[src/rtl/prism_config_reader_pkg.sv]
// rtl/prism_config_reader_pkg.sv - shared FSM states and register map for the PRISM config read-back path
package prism_config_reader_pkg;

   typedef enum logic [1:0] {
      ST_IDLE,
      ST_WAIT,
      ST_COPY,
      ST_VALID
   } rd_state_t;

   localparam logic [5:0] ADDR_RD_CTRL  = 6'h14;
   localparam logic [5:0] ADDR_RD_DATA0 = 6'h18;
   localparam logic [5:0] ADDR_RD_DATA1 = 6'h1C;
   localparam logic [5:0] ADDR_RD_DATA2 = 6'h20;

   localparam int CTRL_VALID_BIT   = 7;
   localparam int CTRL_AUTOINC_BIT = 8;
   localparam int CTRL_BUSY_BIT    = 9;

   localparam logic [1:0] XFER_NONE = 2'b11;

endpackage

[src/rtl/prism_config_reader_if.sv]
// rtl/prism_config_reader_if.sv - TinyQV peripheral bus bundle for the config reader
interface prism_config_reader_if;

   logic [5:0]  address;
   logic [31:0] data_in;
   logic [1:0]  data_write_n;
   logic [1:0]  data_read_n;
   logic [31:0] data_out;
   logic        data_ready;

   modport master (
      output address, data_in, data_write_n, data_read_n,
      input  data_out, data_ready
   );

   modport slave (
      input  address, data_in, data_write_n, data_read_n,
      output data_out, data_ready
   );

endinterface

[src/rtl/prism_chunk_mux.sv]
// rtl/prism_chunk_mux.sv - selects chunk k of entry index from the flattened latch array
module prism_chunk_mux #(
   parameter int WIDTH = 80,
   parameter int DEPTH = 8,
   parameter int CHUNK = 16,
   parameter int IW    = 3,
   parameter int KW    = 3
) (
   input  logic [WIDTH*DEPTH-1:0] config_bus,
   input  logic [IW-1:0]          index,
   input  logic [KW-1:0]          k,
   output logic [CHUNK-1:0]       chunk
);

   // Out-of-range selections (non power-of-two DEPTH) read as zero.
   always_comb begin
      chunk = '0;
      if (int'(index) < DEPTH && int'(k) < WIDTH / CHUNK)
         chunk = config_bus[int'(index) * WIDTH + int'(k) * CHUNK +: CHUNK];
   end

endmodule

[src/rtl/prism_config_reader.sv]
// rtl/prism_config_reader.sv - snapshots one latch-array entry into a shadow register, chunk by chunk
// and exposes it as RD_CTRL / RD_DATA0..2, stalling data reads while a capture is in flight.
module prism_config_reader
   import prism_config_reader_pkg::*;
#(
   parameter int WIDTH = 80,
   parameter int DEPTH = 8,
   parameter int CHUNK = 16
) (
   input  logic                   clk,
   input  logic                   rst,
   prism_config_reader_if.slave   bus,
   input  logic [WIDTH*DEPTH-1:0] config_bus,
   input  logic                   config_busy,
   output logic                   capture_done
);

   localparam int NCH = WIDTH / CHUNK;
   localparam int IW  = (DEPTH > 1) ? $clog2(DEPTH) : 1;
   localparam int KW  = (NCH > 1) ? $clog2(NCH) : 1;

   rd_state_t        state;
   logic [IW-1:0]    index;
   logic             autoinc;
   logic             valid;
   logic [KW-1:0]    k;
   logic [WIDTH-1:0] shadow;

   logic [CHUNK-1:0] chunk;
   logic [95:0]      shadow_ext;
   logic [31:0]      ctrl_word;
   logic             busy;
   logic             rd_active;
   logic             ctrl_write;
   logic             data_sel;
   logic             autoinc_hit;
   logic             unused_data_in;

   prism_chunk_mux #(
      .WIDTH (WIDTH),
      .DEPTH (DEPTH),
      .CHUNK (CHUNK),
      .IW    (IW),
      .KW    (KW)
   ) u_chunk_mux (
      .config_bus (config_bus),
      .index      (index),
      .k          (k),
      .chunk      (chunk)
   );

   assign busy       = (state == ST_WAIT) || (state == ST_COPY);
   assign rd_active  = bus.data_read_n != XFER_NONE;
   assign ctrl_write = (bus.data_write_n != XFER_NONE) && (bus.address == ADDR_RD_CTRL);
   assign data_sel   = (bus.address == ADDR_RD_DATA0) || (bus.address == ADDR_RD_DATA1) ||
                       (bus.address == ADDR_RD_DATA2);

   // Only shadow reads stall; they must never observe a half-copied entry.
   assign bus.data_ready = !(rd_active && data_sel && busy);

   assign autoinc_hit = (state == ST_VALID) && autoinc && rd_active &&
                        (bus.address == ADDR_RD_DATA2) && bus.data_ready;

   assign shadow_ext     = 96'(shadow);
   assign unused_data_in = ^bus.data_in;

   always_comb begin
      ctrl_word                   = '0;
      ctrl_word[IW-1:0]           = index;
      ctrl_word[CTRL_VALID_BIT]   = valid;
      ctrl_word[CTRL_AUTOINC_BIT] = autoinc;
      ctrl_word[CTRL_BUSY_BIT]    = busy;
   end

   always_comb begin
      case (bus.address)
         ADDR_RD_CTRL:  bus.data_out = ctrl_word;
         ADDR_RD_DATA0: bus.data_out = shadow_ext[31:0];
         ADDR_RD_DATA1: bus.data_out = shadow_ext[63:32];
         ADDR_RD_DATA2: bus.data_out = {16'h0, shadow_ext[79:64]};
         default:       bus.data_out = '0;
      endcase
   end

   always_ff @(posedge clk) begin
      if (rst) begin
         state        <= ST_IDLE;
         index        <= '0;
         autoinc      <= 1'b0;
         valid        <= 1'b0;
         k            <= '0;
         shadow       <= '0;
         capture_done <= 1'b0;
      end else begin
         capture_done <= 1'b0;
         if (ctrl_write) begin
            index   <= bus.data_in[IW-1:0];
            autoinc <= bus.data_in[CTRL_AUTOINC_BIT];
            valid   <= 1'b0;
            k       <= '0;
            state   <= ST_WAIT;
         end else begin
            case (state)
               ST_WAIT: begin
                  if (!config_busy)
                     state <= ST_COPY;
               end
               ST_COPY: begin
                  // A loader write mid-copy could tear the entry, so start over from chunk 0.
                  if (config_busy) begin
                     k     <= '0;
                     state <= ST_WAIT;
                  end else begin
                     shadow[int'(k) * CHUNK +: CHUNK] <= chunk;
                     if (k == KW'(NCH - 1)) begin
                        k            <= '0;
                        valid        <= 1'b1;
                        capture_done <= 1'b1;
                        state        <= ST_VALID;
                     end else begin
                        k <= k + 1'b1;
                     end
                  end
               end
               ST_VALID: begin
                  if (autoinc_hit) begin
                     index <= (index == IW'(DEPTH - 1)) ? '0 : index + 1'b1;
                     valid <= 1'b0;
                     state <= ST_WAIT;
                  end
               end
               default: ;
            endcase
         end
      end
   end

endmodule

[src/flat_wrapper.sv]
// flat-port wrapper written by rule: the top's interface ports become plain ports
module prism_config_reader_flat import prism_config_reader_pkg::*;
#(
   parameter int WIDTH = 80,
   parameter int DEPTH = 8,
   parameter int CHUNK = 16
)
  (clk, rst, config_bus, config_busy, capture_done, bus_address, bus_data_in, bus_data_write_n, bus_data_read_n, bus_data_out, bus_data_ready);
  prism_config_reader_if bus_i ();
  input  logic clk;
  input  logic rst;
  input  logic [WIDTH*DEPTH-1:0] config_bus;
  input  logic config_busy;
  output logic capture_done;
  input wire logic [$bits(bus_i.address)-1:0] bus_address;
  input wire logic [$bits(bus_i.data_in)-1:0] bus_data_in;
  input wire logic [$bits(bus_i.data_write_n)-1:0] bus_data_write_n;
  input wire logic [$bits(bus_i.data_read_n)-1:0] bus_data_read_n;
  output wire logic [$bits(bus_i.data_out)-1:0] bus_data_out;
  output wire logic [$bits(bus_i.data_ready)-1:0] bus_data_ready;
  assign bus_i.address = bus_address;
  assign bus_i.data_in = bus_data_in;
  assign bus_i.data_write_n = bus_data_write_n;
  assign bus_i.data_read_n = bus_data_read_n;
  assign bus_data_out = bus_i.data_out;
  assign bus_data_ready = bus_i.data_ready;
  prism_config_reader #(.WIDTH(WIDTH), .DEPTH(DEPTH), .CHUNK(CHUNK)) u_core (.clk(clk), .rst(rst), .bus(bus_i), .config_bus(config_bus), .config_busy(config_busy), .capture_done(capture_done));
endmodule
[config.mk]
export PLATFORM = sky130hd
export DESIGN_NAME = prism_config_reader_flat
export DESIGN_NICKNAME = d
export VERILOG_FILES = /design/src/rtl/prism_config_reader_pkg.sv /design/src/rtl/prism_config_reader_if.sv /design/src/rtl/prism_chunk_mux.sv /design/src/rtl/prism_config_reader.sv /design/src/flat_wrapper.sv
export SDC_FILE = /design/constraint.sdc
export NUM_CORES = 1
export LEC_CHECK = 0
export CAP_MARGIN = 15
export CORE_AREA = 2 2 279 281
export DETAILED_ROUTE_END_ITERATION = 10
export DIE_AREA = 0 0 281 283
export DONT_BUFFER_PORTS = 1
export PLACE_DENSITY = 0.39
export SYNTH_ARGS = -nofsm -noshare
export SYNTH_HDL_FRONTEND = slang
export SYNTH_HIERARCHICAL = 1
export SYNTH_SLANG_ARGS = --single-unit
[constraint.sdc]
create_clock -name clk -period 3.72 [get_ports clk]
set_clock_uncertainty 0.05 [all_clocks]
set_input_delay 0.372 -clock clk [delete_from_list [all_inputs] [get_ports clk]]
set_output_delay 0.372 -clock clk [all_outputs]
set_load 0.03 [all_outputs]
======== Yosys cells after proc, flatten, opt, wreduce, memory -nomap -nowiden ========
Index checks and enable logic that the tools add are counted.
operators by class
  add/subtract/negate cells ............... 4
  $mul .................................... 1
  div/mod/pow operators ................... 0
  $lt $le $gt $ge ......................... 1
  equal/unequal tests ..................... 19
  shift-type cells ........................ 3
  mux-type cells .......................... 20
  bitwise gates (word level) .............. 3
  reduce and logical (&&, ||, !) cells .... 23
operators by type and width
  operator                                                count
  variable part select 640 x 12 -> 16 bit                 1
  case mux 32 bit (4 select lines)                        1
  bitwise mux 80 bit                                      1
  variable shift 16 x 33 -> 80 bit, first input constant  1
  variable part select 16 x 33 -> 80 bit                  1
  negation 7 -> 33 bit                                    1
  equality test 6 x 5 -> 1 bit, second input constant     3
  two-way mux 3 bit                                       6
  two-way mux 16 bit                                      1
  AND reduction 4 bit                                     3
  adder 10 x 7 -> 11 bit                                  1
  != test 2 bit, second input constant                    5
  two-way mux 2 bit                                       4
  logical AND 1 bit                                       7
  adder 3 x 1 -> 3 bit, second input constant             2
  equality test 3 bit, second input constant              2
  equality test 6 bit, second input constant              1
  multiplier 3 x 3 -> 6 bit, second input constant        1
  case mux 2 bit (3 select lines)                         1
  nonzero test 2 bit                                      3
  two-way mux 1 bit                                       5
  equality test 2 bit, second input constant              2
  != test 4 x 3 -> 1 bit, second input constant           1
  nonzero test 4 bit                                      1
  15 further kinds                                        19
storage, ports and cells
  flip-flop bits (word level) ............. 91
  bits in latches ......................... 0
  bits in writable memories ............... 0
  ROM bits ................................ 0
  input port bits ......................... 685
  memories ................................ 0

======== Logic depth before layout (Yosys ltp) ========
  depth after elaboration ................. 10
  depth in mapped cells ................... 14
  depth with buffers taken out ............ 12

======== Modules after synthesis ========
The synthesis kept the hierarchy.
by module, submodules not included
  module               instances  cells an instance  area an instance (um^2)
  prism_chunk_mux      1          415                5671.7
  prism_config_reader  1          555                4624.4

======== Least setup slack after synthesis ========
No wires, ideal clock.
  kind .................................... register to register
  start ................................... register u_core.k[0]
  end ..................................... register u_core.shadow[17]
  library setup time ...................... 70 ps
  data arrival time ....................... 3445 ps
  required time ........................... 3600 ps
  path slack .............................. 155 ps
  stages on the path, launching flop included .. 15
  buffers on the path ..................... 3
  path through ............................ dfxtp_1 ha_1 inv_1 fa_1 buf_2 buf_2 clkbuf_1 mux4_2 mux2i_1 nor3_1 o22ai_1 a211oi_1 nand3b_1 or4b_1 a21oi_1
between the ends
  longest elaborated chain between the ends .. 5
RTL lines
  what                                      line                        text
  from (decl)                               prism_config_reader.sv:26   logic [KW-1:0] k;
  from (signal assigned)                    prism_config_reader.sv:121  k <= k + 1'b1;
  adder 10 x 7 -> 11 bit                    prism_chunk_mux.sv:19       chunk = config_bus[int'(index) * WIDTH + int'(k) * CHUNK +: CHUNK];
  variable part select 640 x 12 -> 16 bit   prism_chunk_mux.sv:19
  two-way mux 16 bit *                      prism_chunk_mux.sv:18       if (int'(index) < DEPTH && int'(k) < WIDTH / CHUNK)
  net u_core.chunk[1]                       prism_config_reader.sv:29   logic [CHUNK-1:0] chunk;
  variable part select 16 x 33 -> 80 bit *  prism_config_reader.sv:114  shadow[int'(k) * CHUNK +: CHUNK] <= chunk;
  bitwise mux 80 bit *                      prism_config_reader.sv:114
  to (signal, indexed assignment)           prism_config_reader.sv:114
  to (decl)                                 prism_config_reader.sv:27   logic [WIDTH-1:0] shadow;
The timed path passes the listed nets; every way through them passes the cells marked *.
A chain may end at the register's enable or synchronous reset.

======== Worst setup path after layout ========
  start ................................... register u_core.k[0]
  end ..................................... register u_core.shadow[74]
Same word-level chain as after synthesis.

==> flow_summary_export.csv <==
group,metric,value,unit
status,outcome,"completed",
grt,antenna_found_initial,86,
min_path,hold_class,"in -> reg",
timing,drv_slew,0,
setup_path,slowest_delay,0.78,ns
floorplanning,rows,102,
grt,grt_max_degree,63,
pwr,p_leak,4.67,nW
setup_path,critPathMaxFanout,8,
pwr,p_per_area,270,nW/um^2
synthesis,synth_area,10300,sq um
synthesis,async_flop_share,0,%
floorplanning,fp.dieW,281,um
floorplanning,die_area,79500,sq um
pwr,peakVddDrop,0.212,mV
timing,hold_viol,0,
synthesis,ys_ff_latch,91,
synthesis,syn_avg_cell_area,10.6,sq um
placement,post-place-ws,-0.420,ns
placement,routabilityCongestion,1.09,
placement,portBuffers,0,
pwr,clkPwrFrac,24.9,%
clock_tree,root_buffer,"clkbuf_16",
synthesis,postSynthCellCount,970,
setup_path,endpoint_kind,"flip-flop",
setup_path,worstSetupPathType,"reg -> reg",
pwr,switching_power,0.00136,W
timing,period_minus_slack,3.68,ns
setup_path,path_cells,"ha_4 -> inv_2 -> fa_4 -> buf_6 -> buf_8 -> buf_12 -> buf_12 -> buf_8 -> buf_4 -> mux4_2 -> mux2i_2 -> a221o_1 -> a211oi_2 -> buf_4 -> nand2_4 -> nor2_1 -> mux2_2",
clock_tree,cts_buffers,9,
timing,rsz0062_at_grt,"yes",
clock_tree,clock_sinks,91,
floorplanning,die_y,283,um
timing,setup_ws,0.0374,ns
flow_run,cap_violations,0,
drt,vias,10100,
floorplanning,core-area,76700,sq um
timing,worst_pin_slew,0.920,ns
synthesis,synth_cell_types,66,
timing,timing.fmax,272,MHz
synthesis,yosysWarnings,6,
layout,drive_gt1_share,44.4,%
grt,grt_overflow,0,
floorplanning,ios,719,
setup_path,required,3.92,ns
synthesis,synth-edff-count,0,
pwr,p_sw_share,36.3,%
pwr,pwr-share-seq,27.3,%
drt,wl_per_cell,33.3,um
setup_path,arrival,3.88,ns
grt,grt_use_total,17.4,%
synthesis,synth_flop_cell,"dfxtp_1",
pwr,comb_power_share,47.7,%
timing,slew_headroom,38.7,%
layout,area_growth,35.1,%
timing,fin_crit_sh,99.0,%
drt,first_pass_iters,7,
grt,first_global_vias,10300,
clock_tree,clk_latency,0.35,ns
clock_tree,cts_buffer_depth,2,
pwr,p_int,0.00239,W
synthesis,synthesis.nets,1674,
drt,via_per_inst,4.73,
grt,grt_pass1_wl,94100,um
layout,layout.nets,1770,
drt,wl,71300,um
placement,place_hpwl,59600,um
synthesis,ys_seq_area_share,17.7,%
layout,utilization,18.1,%
setup_path,start_kind,"flip-flop",
timing,setup_viol,0,
clock_tree,cts_tree,"yes",
drt,dr.first_iter.drc_count,830,
clock_tree,clk_pin_slew,0.08,ns
clock_tree,htree_num_levels,3,
drt,drc,0,
setup_path,worst_path_max_delay_cell,"fa_4",
drt,ant_nets,0,
floorplanning,start_util,13.4,%
state kept, by name, indices dropped and copies added (netlist names):
signal	flops
u_core/autoinc	1
u_core/index	3
u_core/valid	1
u_core/capture_done	1
u_core/k	3
u_core/shadow	80
u_core/state	2
worst paths after layout:
check,depth (start not counted),end,slack (ns),start
worst min register to register,2,u_core/shadow[69],0.41,u_core/shadow[69]
worst min-delay path,1,u_core/shadow[35],0.04,rst
worst max register to register,17,u_core/shadow[74],0.04,u_core/k[0]
worst max-delay path,17,u_core/shadow[74],0.04,u_core/k[0]
kinds of logic after synthesis:
| kind of cell | Yosys count | synth area share, % |
|---|---|---|
| adders and majority gates | 19 | 2.38 |
| buffers and inverters | 117 | 5.70 |
| DFF | 91 | 17.7 |
| AOI/OAI and AO/OA | 211 | 13.1 |
| xor gates and xnor gates | 7 | 0.778 |
| muxes | 287 | 47.9 |
| and+or+nand+nor | 238 | 12.4 |
Yosys cell counts (all sizes together), types with 4 or more instances:
master,number,area (sq um)
nand2,67,251
nand3,8,40.0
dfxtp,91,1820
a221o,17,171
mux2i,104,1040
a2111oi,15,131
clkbuf,48,180
a22oi,6,45.0
o22ai,17,106
a21oi,53,265
nand2b,6,40.0
nor3,24,136
a211oi,18,140
mux4,161,3640
mux2,22,248
inv,10,37.5
nand4,48,300
buf,58,365
o21ai,70,362
nor2,38,159
nor2b,9,56.3
and2,17,106
a311oi,4,35.0
ha,18,225
xnor2,5,43.8
placed cells by master, fill, tap and decap left out, types with 9 or more instances in the layout:
cell | synthesis | routed
nor3_1 | 22 | 18
mux2i_1 | 104 | 95
ha_1 | 18 | 17
nand2_1 | 67 | 66
diode_2 | 0 | 28
o21ai_0 | 69 | 67
buf_6 | 6 | 10
buf_4 | 18 | 152
nor2_1 | 37 | 37
o22ai_2 | 0 | 10
nand4_1 | 48 | 48
buf_12 | 0 | 15
a211oi_2 | 1 | 9
mux2_2 | 20 | 20
nor2b_1 | 9 | 9
a221o_1 | 16 | 12
mux4_2 | 157 | 159
inv_1 | 10 | 9
a21oi_1 | 53 | 50
and2_0 | 15 | 10
clkbuf_16 | 0 | 9
dfxtp_1 | 91 | 89
per-layer routing:
| metal | share of wire [%] | GRT usage (%) |
|---|---|---|
| met4 | 3.2 | 3.57 |
| met5 | 0.39 | 0 |
| met2 | 49 | 30.3 |
| met1 | 38 | 20.3 |
| met3 | 9.1 | 6.18 |
area by class of cell:
cell class                 count  area, sq um
clock buffer                   9          225
multi-input combinational    762         8470
tap                         1040         1300
antenna                       28         70.1
sequential                    91         1830
inverter                      11         41.3
clock inverter                 7         73.8
timing repair buffer         191         1900
fill                        8473        62800
critical path: cells and delay by family (launching register included):
| kind | cells | cell delay, ns |
|---|---|---|
| AO/OA/AOI/OAI | 2 | 0.45 |
| multiplexers | 3 | 0.72 |
| buffers and inverters | 8 | 0.97 |
| adder cells (fa/ha/maj) | 2 | 0.92 |
| AND/OR/NAND/NOR | 2 | 0.11 |
| flip-flops | 1 | 0.36 |
repair_timing:
action / CTS / global route
gates cloned: 7 / 0
setup endpoints to repair: 78 / 69
hold buffers: 0 / 0
setup buffers: 18 / 15
pin swaps: 20 / 37
gates resized for setup: 92 / 58
power by group through the flow:
stage,Sequential (W),Combinational [W],Clock (W)
after floorplan,0.00105,0.00115,0
after global placement,0.00105,0.00168,0
after detailed placement,0.00105,0.00167,0
after CTS,0.00103,0.00178,0.000964
after global routing,0.00103,0.00192,0.00100
final,0.00103,0.00179,0.000937
stage by stage:
step / std cells / total power (W) / hold slack [ns] / TNS (ns) / instance area (sq um)
after global routing: 2131 / 0.00395 / 0.0110 / -0.181 / 13900
final: 2139 / 0.00376 / 0.0367 / 0 / 13900
after global placement: 2063 / 0.00273 / 0.392 / -14.72 / 12500
after floorplan: 970 / 0.00220 / 0.384 / 0 / 10300
after detailed placement: 2063 / 0.00272 / 0.395 / -17.22 / 12500
after CTS: 2101 / 0.00377 / 0.0229 / -0.0323 / 13500
(Power assumes the default switching activity.)
